[src/rtl/tl_phase_sched_pkg.sv]
// Shared light codes and phase encodings for the two-road intersection scheduler.
// The signal-head light controller imports the same light codes.
package tl_pkg;

  localparam logic [1:0] GREEN  = 2'b00;
  localparam logic [1:0] YELLOW = 2'b01;
  localparam logic [1:0] RED    = 2'b10;

  localparam logic [2:0] AG  = 3'd0;
  localparam logic [2:0] AY  = 3'd1;
  localparam logic [2:0] AR1 = 3'd2;
  localparam logic [2:0] BG  = 3'd3;
  localparam logic [2:0] BY  = 3'd4;
  localparam logic [2:0] AR2 = 3'd5;
  localparam logic [2:0] PW  = 3'd6;

  typedef struct packed {
    logic [1:0] la;
    logic [1:0] lb;
    logic       walk;
  } lights_t;

  // Illegal encodings show all-red until the FSM recovers on the next clock.
  function automatic lights_t decode_lights(input logic [2:0] st);
    lights_t l;
    l = '{la: RED, lb: RED, walk: 1'b0};
    case (st)
      AG:      l.la = GREEN;
      AY:      l.la = YELLOW;
      BG:      l.lb = GREEN;
      BY:      l.lb = YELLOW;
      PW:      l.walk = 1'b1;
      default: ;
    endcase
    return l;
  endfunction

endpackage

[src/rtl/tl_phase_sched_if.sv]
// Sensor/request inputs and light outputs of the phase scheduler, bundled as one bus.
interface tl_phase_sched_if;

  logic       tick;
  logic       Ta;
  logic       Tb;
  logic       ped_req;
  logic [1:0] La;
  logic [1:0] Lb;
  logic       walk;
  logic       ped_ack;
  logic [2:0] phase;

  modport master (
    output tick, Ta, Tb, ped_req,
    input  La, Lb, walk, ped_ack, phase
  );

  modport slave (
    input  tick, Ta, Tb, ped_req,
    output La, Lb, walk, ped_ack, phase
  );

endinterface

[src/rtl/tl_phase_timer.sv]
// Tick-enabled saturating phase timer with synchronous clear and a duration-match done flag.
module tl_phase_timer #(
  parameter int CW = 4
) (
  input  logic          clk,
  input  logic          reset_n,
  input  logic          clr,
  input  logic          tick,
  input  logic [CW-1:0] dur_m1,
  output logic [CW-1:0] tmr,
  output logic          done
);

  logic [CW-1:0] tmr_q, tmr_d;

  // NOTE: every variable written in always_comb gets a default first, so no latch is inferred.
  always_comb begin
    tmr_d = tmr_q;
    if (clr)
      tmr_d = '0;
    else if (tick && (tmr_q != '1))
      tmr_d = tmr_q + CW'(1);
  end

  // NOTE: state flops use non-blocking assignments so all of them update together at the edge.
  always_ff @(posedge clk or negedge reset_n) begin
    if (!reset_n) tmr_q <= '0;
    else          tmr_q <= tmr_d;
  end

  assign tmr  = tmr_q;
  assign done = tick && (tmr_q == dur_m1);

endmodule

[src/rtl/tl_phase_sched.sv]
// Two-road intersection phase scheduler with min/max green, yellow, all-red clearance
// and a latched pedestrian all-red WALK phase; all outputs are decoded from flops.
module tl_phase_sched
  import tl_pkg::*;
#(
  parameter int CW      = 4,
  parameter int MIN_GRN = 4,
  parameter int MAX_GRN = 15,
  parameter int YEL     = 2,
  parameter int ALLRED  = 1,
  parameter int WALK    = 5
) (
  input  logic              clk,
  input  logic              reset_n,
  tl_phase_sched_if.slave   bus
);

  localparam logic [CW-1:0] MIN_M1  = CW'(MIN_GRN - 1);
  localparam logic [CW-1:0] MAX_M1  = CW'(MAX_GRN - 1);
  localparam logic [CW-1:0] YEL_M1  = CW'(YEL - 1);
  localparam logic [CW-1:0] AR_M1   = CW'(ALLRED - 1);
  localparam logic [CW-1:0] WALK_M1 = CW'(WALK - 1);

  logic [2:0]    state_q, state_d;
  logic          ped_pend_q, ped_pend_d;
  logic          next_b_q, next_b_d;
  logic          ped_ack_q, ped_ack_d;
  logic [CW-1:0] tmr, dur_m1;
  logic          done, clr, enter_pw, min_ok;
  lights_t       lights;

  tl_phase_timer #(.CW(CW)) u_timer (
    .clk     (clk),
    .reset_n (reset_n),
    .clr     (clr),
    .tick    (bus.tick),
    .dur_m1  (dur_m1),
    .tmr     (tmr),
    .done    (done)
  );

  assign min_ok = bus.tick && (tmr >= MIN_M1);

  always_comb begin
    state_d  = state_q;
    next_b_d = next_b_q;
    dur_m1   = MAX_M1;
    case (state_q)
      AG: if (min_ok && (bus.Tb || ped_pend_q) && (!bus.Ta || tmr == MAX_M1))
            state_d = AY;
      AY: begin
        dur_m1 = YEL_M1;
        if (done) state_d = AR1;
      end
      AR1: begin
        dur_m1 = AR_M1;
        if (done) begin
          if (ped_pend_q) begin
            state_d  = PW;
            next_b_d = 1'b1;
          end else begin
            state_d = BG;
          end
        end
      end
      BG: if (min_ok && (!bus.Tb || ped_pend_q || tmr == MAX_M1))
            state_d = BY;
      BY: begin
        dur_m1 = YEL_M1;
        if (done) state_d = AR2;
      end
      AR2: begin
        dur_m1 = AR_M1;
        if (done) begin
          if (ped_pend_q) begin
            state_d  = PW;
            next_b_d = 1'b0;
          end else begin
            state_d = AG;
          end
        end
      end
      PW: begin
        dur_m1 = WALK_M1;
        if (done) state_d = next_b_q ? BG : AG;
      end
      default: state_d = AG;
    endcase

    clr       = (state_d != state_q);
    enter_pw  = (state_d == PW) && (state_q != PW);
    ped_ack_d = enter_pw;

    // Requests seen while walking (including the entry cycle) are already being served.
    ped_pend_d = ped_pend_q;
    if (enter_pw)
      ped_pend_d = 1'b0;
    else if (bus.ped_req && (state_q != PW))
      ped_pend_d = 1'b1;
  end

  // NOTE: every control flop gets an async reset value; there is no storage array to leave unreset.
  always_ff @(posedge clk or negedge reset_n) begin
    if (!reset_n) begin
      state_q    <= AG;
      ped_pend_q <= 1'b0;
      next_b_q   <= 1'b0;
      ped_ack_q  <= 1'b0;
    end else begin
      state_q    <= state_d;
      ped_pend_q <= ped_pend_d;
      next_b_q   <= next_b_d;
      ped_ack_q  <= ped_ack_d;
    end
  end

  assign lights      = decode_lights(state_q);
  assign bus.La      = lights.la;
  assign bus.Lb      = lights.lb;
  assign bus.walk    = lights.walk;
  assign bus.ped_ack = ped_ack_q;
  assign bus.phase   = state_q;

endmodule

[src/flat_wrapper.sv]
// flat-port wrapper written by rule: the top's interface ports become plain ports
module tl_phase_sched_flat import tl_pkg::*;
#(
  parameter int CW      = 4,
  parameter int MIN_GRN = 4,
  parameter int MAX_GRN = 15,
  parameter int YEL     = 2,
  parameter int ALLRED  = 1,
  parameter int WALK    = 5
)
  (clk, reset_n, bus_tick, bus_Ta, bus_Tb, bus_ped_req, bus_La, bus_Lb, bus_walk, bus_ped_ack, bus_phase);
  tl_phase_sched_if bus_i ();
  input  logic clk;
  input  logic reset_n;
  input wire logic [$bits(bus_i.tick)-1:0] bus_tick;
  input wire logic [$bits(bus_i.Ta)-1:0] bus_Ta;
  input wire logic [$bits(bus_i.Tb)-1:0] bus_Tb;
  input wire logic [$bits(bus_i.ped_req)-1:0] bus_ped_req;
  output wire logic [$bits(bus_i.La)-1:0] bus_La;
  output wire logic [$bits(bus_i.Lb)-1:0] bus_Lb;
  output wire logic [$bits(bus_i.walk)-1:0] bus_walk;
  output wire logic [$bits(bus_i.ped_ack)-1:0] bus_ped_ack;
  output wire logic [$bits(bus_i.phase)-1:0] bus_phase;
  assign bus_i.tick = bus_tick;
  assign bus_i.Ta = bus_Ta;
  assign bus_i.Tb = bus_Tb;
  assign bus_i.ped_req = bus_ped_req;
  assign bus_La = bus_i.La;
  assign bus_Lb = bus_i.Lb;
  assign bus_walk = bus_i.walk;
  assign bus_ped_ack = bus_i.ped_ack;
  assign bus_phase = bus_i.phase;
  tl_phase_sched #(.CW(CW), .MIN_GRN(MIN_GRN), .MAX_GRN(MAX_GRN), .YEL(YEL), .ALLRED(ALLRED), .WALK(WALK)) u_core (.clk(clk), .reset_n(reset_n), .bus(bus_i));
endmodule
[config.mk]
export PLATFORM = sky130hd
export DESIGN_NAME = tl_phase_sched_flat
export DESIGN_NICKNAME = d
export VERILOG_FILES = /design/src/rtl/tl_phase_sched_pkg.sv /design/src/rtl/tl_phase_sched_if.sv /design/src/rtl/tl_phase_timer.sv /design/src/rtl/tl_phase_sched.sv /design/src/flat_wrapper.sv
export SDC_FILE = /design/constraint.sdc
export NUM_CORES = 1
export LEC_CHECK = 0
export CORE_MARGIN = 2
export CORE_UTILIZATION = 30
export DETAILED_ROUTE_END_ITERATION = 10
export HOLD_SLACK_MARGIN = 0.06
export PLACE_DENSITY = 0.54
export SKIP_LAST_GASP = 1
export SYNTH_ARGS = -nofsm -noshare
export SYNTH_HDL_FRONTEND = slang
export SYNTH_HIERARCHICAL = 1
export SYNTH_SLANG_ARGS = --single-unit
[constraint.sdc]
create_clock -name clk -period 4 [get_ports clk]
set_clock_uncertainty 0.1 [all_clocks]
set_input_delay 1.2 -clock clk [delete_from_list [all_inputs] [get_ports clk]]
set_output_delay 1.2 -clock clk [all_outputs]
set_load 0.1 [all_outputs]
==> results.toml <==
[yosys]
synth_cell_types = 42
synth_warnings = 6
synth.yosys.seq_area_share = 0.330
syn-num-nets = 101
syn_area_um2 = 758
postSynthAreaPerCell_um2 = 8.07
syn_inst = 94
ys_seq_elements = 10

[grt]
met2_usage = 0.273
busiest_layer = "met2"
grt_start_max_net_pins = 17
grt.overflow.total = 0
grt_usage = 0.155
met1_usage = 0.175
antenna_found_initial = 0
grt_pass1_wl_um = 3170
grt_pass1_vias = 720
gr-usage-met3 = 0.0492

[die]
die_area_um2 = 2950
die_w_um = 54.3
ios = 15
die_h_um = 54.3
coreArea_um2 = 2430
start_util = 0.312
fp-row-count = 18

[worst_setup_path]
crit_required_ns = 4.07
crit_type = "in2reg"
cp.arrival_ns = 3.44
worstPathCellList = "clkdlybuf4s50_1 > o21ai_0 > nor4b_2 > o22ai_1 > o311a_1 > o211ai_1 > nor2b_1 > mux2_4"
r2r_cells = 10
startpoint_type = "input pin"
crit_fanout = 6
worstSetupEndpointType = "flop"
max_stage_delay_ns = 0.57
slowest_stage = "clkdlybuf4s50_1"

[finish]
n_fill_cell = 261
ff_latch_area_um2 = 256
drive_above_1_share = 0.255
syn_to_final_growth_pct = 27.6
nets = 118
num_antenna_cells = 0
multi_input_comb_area_um2 = 493

[sta]
finalHoldViolations = 0
rsz0062_at_grt = "no"
fin_crit_sh = 0.843
setup_viol = 0
fin_setup_tns_ns = 0
fin_crit_ns = 3.37
fmax_mhz = 296
maxSlewHeadroom = 0.359
worst_pin_slew_ns = 0.958
slew_violations = 0

[worst_hold_path]
min_path_type = "reg2reg"
min_delay_path_depth = 2

[placed_design]
gp_congestion = 0.779
port_buffers = 14
hpwl_um = 1470

[clocking]
max-clock-path-buffers = 2
htree_levels = 1
ctsHoldBuffers = 0
clock_latency_ns = 0.28
postCtsSetupRepairBufs = 0
root_buffer = "clkbuf_4"
ctsResizeCount = 0
cts_tree = "built"
cts_buffers = 3
clock-sinks = 10
clk_pin_slew_ns = 0.08

[drt]
wire_per_inst_um = 13.9
ant_nets = 0
vias_per_cell = 5.31
dr.first_iter.drc_count = 17
drt_wl_total_um = 1940
via_count = 743
drc = 0
drt-pass1-iter-count = 5

[outcome]
status = "complete, no violations"

[job]
drv_cap = 0
-- Yosys cell counts, drive strengths merged --
library cell / instances / share of area
nand2: 8 / 0.040
buf: 1 / 0.0049
and2: 1 / 0.0083
mux2i: 1 / 0.013
dfrtp: 10 / 0.33
a211oi: 1 / 0.0099
clkinv: 1 / 0.0049
a211o: 1 / 0.012
or2: 3 / 0.025
a21oi: 8 / 0.053
o21ai: 9 / 0.059
a31oi: 1 / 0.0083
nand3: 1 / 0.0066
a311oi: 2 / 0.031
nor4b: 1 / 0.020
o311a: 1 / 0.013
or3: 2 / 0.023
nor2b: 6 / 0.053
nand2b: 4 / 0.033
ha: 1 / 0.016
clkbuf: 2 / 0.0099
inv: 6 / 0.030
nor3: 3 / 0.026
o211ai: 1 / 0.0099
mux2: 1 / 0.020
nand4b: 1 / 0.012
a221oi: 1 / 0.012
and3: 1 / 0.0083
xor2: 1 / 0.012
nor2: 8 / 0.040
o22ai: 3 / 0.025
a2bb2oi: 1 / 0.012
a222oi: 1 / 0.013
nand4: 1 / 0.0083
-- cells by family after synthesis --
kind of cell             Yosys count  share of synthesized area
AND/OR/NAND/NOR                   40                      0.302
AO/OA/AOI/OAI                     30                      0.257
buffers and inverters             10                     0.0495
flip-flops                        10                      0.330
multiplexers                       2                     0.0330
XOR/XNOR                           1                     0.0116
adder cells (fa/ha/maj)            1                     0.0165
-- cell usage in the layout, fill, tap and decap left out, drive strengths merged, types with 2 or more instances in the layout --
master,instances
o21ai,9
buf,9
nor2,8
nand2b,4
inv,6
clkdlybuf4s50,6
a311oi,2
nor2b,6
or2,3
clkbuf,4
or3,2
nor3,3
dfrtp,10
a21oi,8
o22ai,3
nand2,8
-- final timing paths --
check | from | to | slack (ns)
hold / removal | u_core/next_b_q | u_core/next_b_q | 0.50
max in group asynchronous | reset_n | u_core/bus.phase[2] | 2.29
min in group asynchronous | reset_n | u_core/bus.phase[2] | 1.14
hold reg to reg | u_core/next_b_q | u_core/next_b_q | 0.50
setup / recovery | bus_tick | u_core/u_timer/tmr[0] | 0.63
setup reg to reg | u_core/bus.phase[1] | u_core/u_timer/tmr[0] | 0.81
-- stage by stage --
step                      hold WS (ns)  instances  cell area [µm²]  utilization  setup slack [ns]
final                            0.497        140              967        0.398             0.626
after global routing             0.556        140              967        0.398             0.390
after CTS                        0.491        140              967        0.398             0.621
after detailed placement         0.474        136              941        0.387             0.324
after global placement           0.477        136              941        0.387             0.421
after floorplan                  0.419         94              787            -            0.0219
-- worst max-delay path, delay by kind of cell --
kind	cells	cell delay [ns]
and+or+nand+nor	2	0.38
AOI/OAI and AO/OA	4	1.03
muxes	1	0.27
buffers and inverters	1	0.57
-- layer usage --
metal  share of wire  up-vias
met5               0        -
met4          0.0062        0
met1            0.44      353
met3           0.042        2
met2            0.51       15
li1                -      373
-- state kept, by name, indices dropped and copies added, names as in the netlist --
signal	count
u_core/u_timer/tmr	4
u_core/bus.phase	3
u_core/next_b_q	1
u_core/bus.ped_ack	1
u_core/ped_pend_q	1
-- cell type report --
type                       instances  area share
tap                               30      0.0388
inverter                           7      0.0272
multi-input combinational         74       0.510
timing repair buffer              15       0.132
sequential                        10       0.265
clock buffer                       4      0.0272
Power is not shown: default switching activity piles up to over one toggle a cycle in this logic, so the estimate is an artifact.
